==> src/rtl/pipe_datapath.sv <==
`default_nettype none
//==============================================================================
// Module   : pipe_datapath
// Purpose  : Three-stage (X/M/W) execute/memory/writeback datapath registers
//            with operand selection, result selection, stall/flush control and
//            either M/W -> X operand bypass or RAW hazard indication.
// Config   : PIPE_DATAPATH_FWD_EN defined   -> bypass active, hazard_o = 0
//            PIPE_DATAPATH_FWD_EN undefined -> no bypass, hazard_o flags RAW
// Revision : 1.0 - initial release
//==============================================================================
module pipe_datapath #(
   parameter int XLEN = 32,
   parameter int RA_W = 5
) (
   input  logic            clk_i,
   input  logic            rst_i,
   input  logic            stall_i,
   input  logic            flush_i,
   input  logic            d_valid_i,
   input  logic [RA_W-1:0] rs1_addr_i,
   input  logic [RA_W-1:0] rs2_addr_i,
   input  logic [RA_W-1:0] rd_addr_i,
   input  logic            rd_we_i,
   input  logic [XLEN-1:0] reg1_data_i,
   input  logic [XLEN-1:0] reg2_data_i,
   input  logic [XLEN-1:0] imm_signed_i,
   input  logic [XLEN-1:0] pc_val_d2_i,
   input  logic            op1_sel_i,
   input  logic            op2_sel_i,
   input  logic [1:0]      alu_sel_i,
   input  logic [1:0]      w_sel_i,
   input  logic [XLEN-1:0] arith_out_i,
   input  logic [XLEN-1:0] logical_out_i,
   input  logic [XLEN-1:0] shift_out_i,
   input  logic [XLEN-1:0] load_data_i,
   output logic [XLEN-1:0] x_op1_o,
   output logic [XLEN-1:0] x_op2_o,
   output logic            x_valid_o,
   output logic [XLEN-1:0] m_alu_data_o,
   output logic            m_valid_o,
   output logic [XLEN-1:0] w_data_o,
   output logic [RA_W-1:0] w_rd_addr_o,
   output logic            w_we_o,
   output logic            hazard_o
);

   localparam logic [1:0]      c_alu_logic = 2'd1;
   localparam logic [1:0]      c_alu_shift = 2'd2;
   localparam logic [1:0]      c_wb_load   = 2'd1;
   localparam logic [1:0]      c_wb_pc4    = 2'd2;
   localparam logic [XLEN-1:0] c_pc_step   = XLEN'(4);

   // X stage
   logic            r_x_valid;
   logic [RA_W-1:0] r_x_rd_addr;
   logic            r_x_rd_we;
   logic [1:0]      r_x_w_sel;
   logic [1:0]      r_x_alu_sel;
   logic [XLEN-1:0] r_x_pc4;
   logic [XLEN-1:0] r_x_op1;
   logic [XLEN-1:0] r_x_op2;
   // M stage
   logic            r_m_valid;
   logic [RA_W-1:0] r_m_rd_addr;
   logic            r_m_rd_we;
   logic [1:0]      r_m_w_sel;
   logic [XLEN-1:0] r_m_pc4;
   logic [XLEN-1:0] r_m_alu_data;
   // W stage (r_wb_we already folds in valid & rd_we)
   logic [XLEN-1:0] r_wb_data;
   logic [RA_W-1:0] r_wb_rd_addr;
   logic            r_wb_we;

   logic            w_advance;
   logic [XLEN-1:0] w_alu_result;
   logic [XLEN-1:0] w_m_result;
   logic            w_m_hit1;
   logic            w_m_hit2;
   logic            w_wb_hit1;
   logic            w_wb_hit2;
   logic [XLEN-1:0] w_fwd1;
   logic [XLEN-1:0] w_fwd2;

   // Flush forces the stages to move even when stalled.
   assign w_advance = ~stall_i | flush_i;

   // Pick the external unit result for the instruction currently in X.
   always_comb begin
      w_alu_result = arith_out_i;
      case (r_x_alu_sel)
         c_alu_logic: w_alu_result = logical_out_i;
         c_alu_shift: w_alu_result = shift_out_i;
         default:     w_alu_result = arith_out_i;
      endcase
   end

   // Value the W stage would capture from M; also the M-stage bypass value.
   always_comb begin
      w_m_result = r_m_alu_data;
      case (r_m_w_sel)
         c_wb_load: w_m_result = load_data_i;
         c_wb_pc4:  w_m_result = r_m_pc4;
         default:   w_m_result = r_m_alu_data;
      endcase
   end

   // Producer matches; register 0 is hard-wired and never matches.
   assign w_m_hit1  = r_m_valid & r_m_rd_we & (r_m_rd_addr == rs1_addr_i) & (rs1_addr_i != '0);
   assign w_m_hit2  = r_m_valid & r_m_rd_we & (r_m_rd_addr == rs2_addr_i) & (rs2_addr_i != '0);
   assign w_wb_hit1 = r_wb_we & (r_wb_rd_addr == rs1_addr_i) & (rs1_addr_i != '0);
   assign w_wb_hit2 = r_wb_we & (r_wb_rd_addr == rs2_addr_i) & (rs2_addr_i != '0);

`ifdef PIPE_DATAPATH_FWD_EN
   // Youngest producer wins: M result, then W data, then register file.
   always_comb begin
      w_fwd1 = reg1_data_i;
      w_fwd2 = reg2_data_i;
      if (w_m_hit1)       w_fwd1 = w_m_result;
      else if (w_wb_hit1) w_fwd1 = r_wb_data;
      if (w_m_hit2)       w_fwd2 = w_m_result;
      else if (w_wb_hit2) w_fwd2 = r_wb_data;
   end
   assign hazard_o = 1'b0;
`else
   assign w_fwd1   = reg1_data_i;
   assign w_fwd2   = reg2_data_i;
   // Only register-selected operands can depend on an in-flight result.
   assign hazard_o = d_valid_i & ((~op1_sel_i & (w_m_hit1 | w_wb_hit1)) |
                                  (~op2_sel_i & (w_m_hit2 | w_wb_hit2)));
`endif

   // X stage capture: operand muxing and control from decode.
   always_ff @(posedge clk_i or posedge rst_i) begin
      if (rst_i) begin
         r_x_valid   <= 1'b0;
         r_x_rd_addr <= '0;
         r_x_rd_we   <= 1'b0;
         r_x_w_sel   <= 2'd0;
         r_x_alu_sel <= 2'd0;
         r_x_pc4     <= '0;
         r_x_op1     <= '0;
         r_x_op2     <= '0;
      end else if (w_advance) begin
         r_x_valid   <= d_valid_i & ~flush_i;
         r_x_rd_addr <= rd_addr_i;
         r_x_rd_we   <= rd_we_i;
         r_x_w_sel   <= w_sel_i;
         r_x_alu_sel <= alu_sel_i;
         r_x_pc4     <= pc_val_d2_i + c_pc_step;
         r_x_op1     <= op1_sel_i ? pc_val_d2_i : w_fwd1;
         r_x_op2     <= op2_sel_i ? imm_signed_i : w_fwd2;
      end
   end

   // M stage capture: latch the selected execution-unit result.
   always_ff @(posedge clk_i or posedge rst_i) begin
      if (rst_i) begin
         r_m_valid    <= 1'b0;
         r_m_rd_addr  <= '0;
         r_m_rd_we    <= 1'b0;
         r_m_w_sel    <= 2'd0;
         r_m_pc4      <= '0;
         r_m_alu_data <= '0;
      end else if (w_advance) begin
         r_m_valid    <= r_x_valid & ~flush_i;
         r_m_rd_addr  <= r_x_rd_addr;
         r_m_rd_we    <= r_x_rd_we;
         r_m_w_sel    <= r_x_w_sel;
         r_m_pc4      <= r_x_pc4;
         r_m_alu_data <= w_alu_result;
      end
   end

   // W stage capture; write enable drops while stalled so a held result is
   // written back exactly once.
   always_ff @(posedge clk_i or posedge rst_i) begin
      if (rst_i) begin
         r_wb_data    <= '0;
         r_wb_rd_addr <= '0;
         r_wb_we      <= 1'b0;
      end else if (w_advance) begin
         r_wb_data    <= w_m_result;
         r_wb_rd_addr <= r_m_rd_addr;
         r_wb_we      <= r_m_valid & r_m_rd_we;
      end else begin
         r_wb_we      <= 1'b0;
      end
   end

   assign x_op1_o      = r_x_op1;
   assign x_op2_o      = r_x_op2;
   assign x_valid_o    = r_x_valid;
   assign m_alu_data_o = r_m_alu_data;
   assign m_valid_o    = r_m_valid;
   assign w_data_o     = r_wb_data;
   assign w_rd_addr_o  = r_wb_rd_addr;
   assign w_we_o       = r_wb_we;

endmodule
`default_nettype wire

==> config.mk <==
export PLATFORM = sky130hd
export DESIGN_NAME = pipe_datapath
export DESIGN_NICKNAME = d
export VERILOG_FILES = /design/src/rtl/pipe_datapath.sv
export SDC_FILE = /design/constraint.sdc
export NUM_CORES = 1
export LEC_CHECK = 0
export CAP_MARGIN = 5
export CORE_UTILIZATION = 30
export DETAILED_ROUTE_END_ITERATION = 12
export PLACE_DENSITY = 0.66
export SLEW_MARGIN = 20
export SYNTH_ARGS = -nofsm -noshare
export SYNTH_HDL_FRONTEND = slang
export SYNTH_SLANG_ARGS = --single-unit
==> constraint.sdc <==
create_clock -name clk_i -period 10.05 [get_ports clk_i]
set_clock_uncertainty 0.2 [all_clocks]
set_input_delay 2.5125 -clock clk_i [delete_from_list [all_inputs] [get_ports clk_i]]
set_output_delay 2.5125 -clock clk_i [all_outputs]
set_load 0.03 [all_outputs]
==> flow_metrics.env <==
export IMPL_fin_nets=1851
export IMPL_die_area_um2=35940
export IMPL_cts_made_buffers=26
export IMPL_wirelength_met1_um=15550
export IMPL_clockBufferDepth=3
export IMPL_cp_required_ns=7.34
export IMPL_slew_headroom_pct=31.68
export IMPL_finalSetupViolations=0
export IMPL_die_w_um=189.6
export IMPL_h_tree_depth=1
export IMPL_rows=68
export IMPL_gp_congestion=0.8485
export IMPL_seq_area_frac_synth_pct=51.68
export IMPL_routed_wirelength_um=34430
export IMPL_core_area_um2=34540
export IMPL_clockPowerShare_pct=34.6
export IMPL_synthTopCellsByCount="nand2_1 (318), dfrtp_1 (218), o21ai_0 (146), nor2_1 (86), clkbuf_1 (83)"
export IMPL_wl_per_cell_um=16.89
export IMPL_synth_edf_count=0
export IMPL_syn_inst=1194
export IMPL_avgSynthCellArea_um2=8.841
export IMPL_synth_top_family_by_area="simple AND/OR/NAND/NOR gates"
export IMPL_sw_frac_of_total_pct=31.59
export IMPL_fmax_mhz=137.6
export IMPL_synth_adder_area_share_pct=0.5926
export IMPL_synth_most_common_cell="nand2_1"
export IMPL_path_max_fanout=3
export IMPL_min_path_type="reg2reg"
export IMPL_synth_area_leaders="dfrtp_1 (52%), nand2_1 (11%), o21ai_0 (6.9%)"
export IMPL_fin_area_um2=15970
export IMPL_grt_max_degree=94
export IMPL_synth_mux_area_share_pct=6.258
export IMPL_slew_viol_final=0
export IMPL_grt_pass1_vias=9276
export IMPL_vias=9707
export IMPL_critPathCaptureType="output port"
export IMPL_overflow=0
export IMPL_fillers=3367
export IMPL_synth_area_um2=10560
export IMPL_min_period_ns=7.268
export IMPL_worst_slew_pin_slew_ns=1.025
export IMPL_yosys_area_share_xor_xnor_pct=2.738
export IMPL_power_density_nw_per_um2=174.8
export IMPL_cp_top_family="buffers and inverters"
export IMPL_syn_to_final_growth_pct=51.29
export IMPL_grt_util_all_layers_pct=18.48
export IMPL_power_frac_comb_pct=27.0
export IMPL_drc=0
export IMPL_synth_distinct_cells=35
export IMPL_detailed_place_hpwl_um=25560
export IMPL_stdcell_count=2039
export IMPL_max_stage_delay_ns=0.59
export IMPL_clock_sinks=218
export IMPL_cts_setup_buffers=0
export IMPL_drtIter0Drc=408
export IMPL_dr_max_layer_used="met5"
export IMPL_async_flop_share_pct=100.0
export IMPL_routed_wl_met2_um=15600
export IMPL_antenna_found_initial=2
export IMPL_cts_root_buf="clkbuf_16"
export IMPL_syn_num_nets=1482
export IMPL_drv_cap=0
export IMPL_fin_crit_sh_pct=72.32
export IMPL_place_ws_ns=2.793
export IMPL_critPathKind="in2out"
export IMPL_fin_setup_tns_ns=0
export IMPL_cts_resized_gates=0
export IMPL_fp_dieH_um=189.6
export IMPL_irDropWorstVdd_mv=0.1245
export IMPL_crit_buf_inv=2
export IMPL_dpl_cell_count=1990
export IMPL_cts_tree="built"
export IMPL_drive_above_1_share_pct=4.169
export IMPL_ios=420
export IMPL_worstPathCellList="clkdlybuf4s50_1 > or4_1 > nor2_1 > nor3b_1 > a22o_1 > clkdlybuf4s50_1"
export IMPL_cts_clk_slew_worst_paths_ns=0.06
export IMPL_drtAntennaViolNets=0
export IMPL_p_seq_share_pct=38.4
export IMPL_wl_met3_um=2326
export IMPL_synthSimpleGateAreaFrac_pct=18.41
export IMPL_cp_data_arrival_time_ns=4.56
export IMPL_start_kind="primary input"
export IMPL_ctsHoldBuffers=0
export IMPL_viasPerCell=4.761
export IMPL_synth_compound_gate_area_share_pct=16.61
export IMPL_placed_area_um2=15070
export IMPL_cp_slowest_cell="clkdlybuf4s50_1"
export IMPL_outcome="completed"
export IMPL_grt_pass1_wl_um=52440
export IMPL_post_synth_top_area_fraction_pct=51.68
export IMPL_synthFlopType="dfrtp_1"
export IMPL_setup_slack_ns=2.782
export IMPL_clk_latency_ns=0.53
export IMPL_yosysWarnings=0
export IMPL_internal_power_mw=1.910
export IMPL_first_pass_iters=5
export IMPL_power_leakage_nw=6.637
export IMPL_portBuffers=419
export IMPL_p_total_mw=2.792
export IMPL_initial_core_util_pct=30.56
export IMPL_hold_viol_final=0
export IMPL_crit_path_frequent_cell="clkdlybuf4s50_1"
export IMPL_yosys_area_top_type="dfrtp_1"
export IMPL_rsz0062_at_grt="false"
export IMPL_switchingPower_mw=0.8819
export IMPL_ys_seq_elements=218
==> worst register-to-register path, cell delays in order (launching register included) <==
cell     delay (ns)
dfrtp_1        0.37
inv_1          0.09
ha_2           0.63
a22oi_1        0.24
nor2_1         0.22
a21oi_1        0.08
o21ai_0        0.18
==> cells by family after synthesis <==
kind of cell    Yosys count
mux                      66
fa+ha+maj                 5
flops                   218
simple gates            466
buf+inv                 100
xor+xnor                 33
compound gates          306
==> final cells by class <==
class	count	area (µm²)	area share (%)
Inverter	11	48.80	0.3055
Clock buffer	37	772.0	4.834
Clock inverter	11	123.9	0.7756
Multi-Input combinational cell	876	4728	29.61
Sequential cell	218	5455	34.16
Antenna cell	1	2.502	0.01567
Timing Repair Buffer	430	4270	26.74
Tap cell	455	569.3	3.565
==> per-layer routing <==
layer | vias to the layer above | track usage [%]
met5 | - | 0
met4 | 2 | 5.769
met3 | 60 | 3.689
met2 | 305 | 29.23
met1 | 4483 | 25.35
li1 | 4857 | -
==> flip-flops by register name (all words and copies together) (netlist names) <==
name	flops
r_x_rd_addr	5
r_x_alu_sel	2
x_op2_o	32
m_valid_o	1
r_m_pc4	32
x_valid_o	1
r_m_rd_addr	5
w_data_o	32
w_rd_addr_o	5
r_x_pc4	32
x_op1_o	32
r_m_w_sel	2
r_m_rd_we	1
m_alu_data_o	32
r_x_rd_we	1
r_x_w_sel	2
w_we_o	1
==> per-stage QoR <==
step / utilization (%) / hold slack, ns
after floorplan: - / 0.2386
after global placement: 43.62 / 0.2509
after detailed placement: 43.62 / 0.2561
after CTS: 46.21 / 0.2688
after global routing: 46.23 / 0.2952
final: 46.23 / 0.2625
==> power by group through the flow <==
stage / Combinational (mW) / Clock, mW / Sequential, mW
floorplan: 0.232 / 0 / 1.23
global placement: 0.756 / 0 / 1.08
detailed placement: 0.765 / 0 / 1.09
CTS: 0.766 / 0.995 / 1.07
global route: 0.813 / 1.03 / 1.09
finish: 0.755 / 0.966 / 1.07
==> cells in the final DEF, fill, tap and decap left out, types with 3 or more instances in the layout <==
| master | n |
|---|---|
| a21oi_1 | 66 |
| a22oi_1 | 64 |
| a31oi_1 | 14 |
| and4_1 | 4 |
| buf_4 | 10 |
| clkbuf_1 | 3 |
| clkbuf_16 | 26 |
| clkbuf_8 | 8 |
| clkdlybuf4s50_1 | 417 |
| clkinv_2 | 6 |
| dfrtp_1 | 218 |
| ha_1 | 3 |
| inv_1 | 10 |
| mux2i_1 | 66 |
| nand2_1 | 318 |
| nand3_1 | 10 |
| nand4_1 | 14 |
| nor2_1 | 86 |
| nor3_1 | 4 |
| nor4_1 | 5 |
| o21ai_0 | 146 |
| o31ai_1 | 13 |
| or4_1 | 15 |
| xnor2_1 | 27 |
| xor2_1 | 6 |
==> path summary, 6_finish.rpt <==
check	from	endpoint	slack (ns)	cells after the start
max in group asynchronous	rst_i	r_m_pc4[19]	6.07	3
min in group asynchronous	rst_i	w_data_o[13]	2.24	2
worst min-delay path	r_x_rd_addr[0]	r_x_rd_addr[0]	0.26	2
worst max-delay path	rs2_addr_i[2]	hazard_o	2.78	6
worst max register to register	r_m_w_sel[0]	w_data_o[29]	7.94	6
worst min register to register	r_x_rd_addr[0]	r_x_rd_addr[0]	0.26	2
No activity file was read; power rests on OpenSTA's default activity.
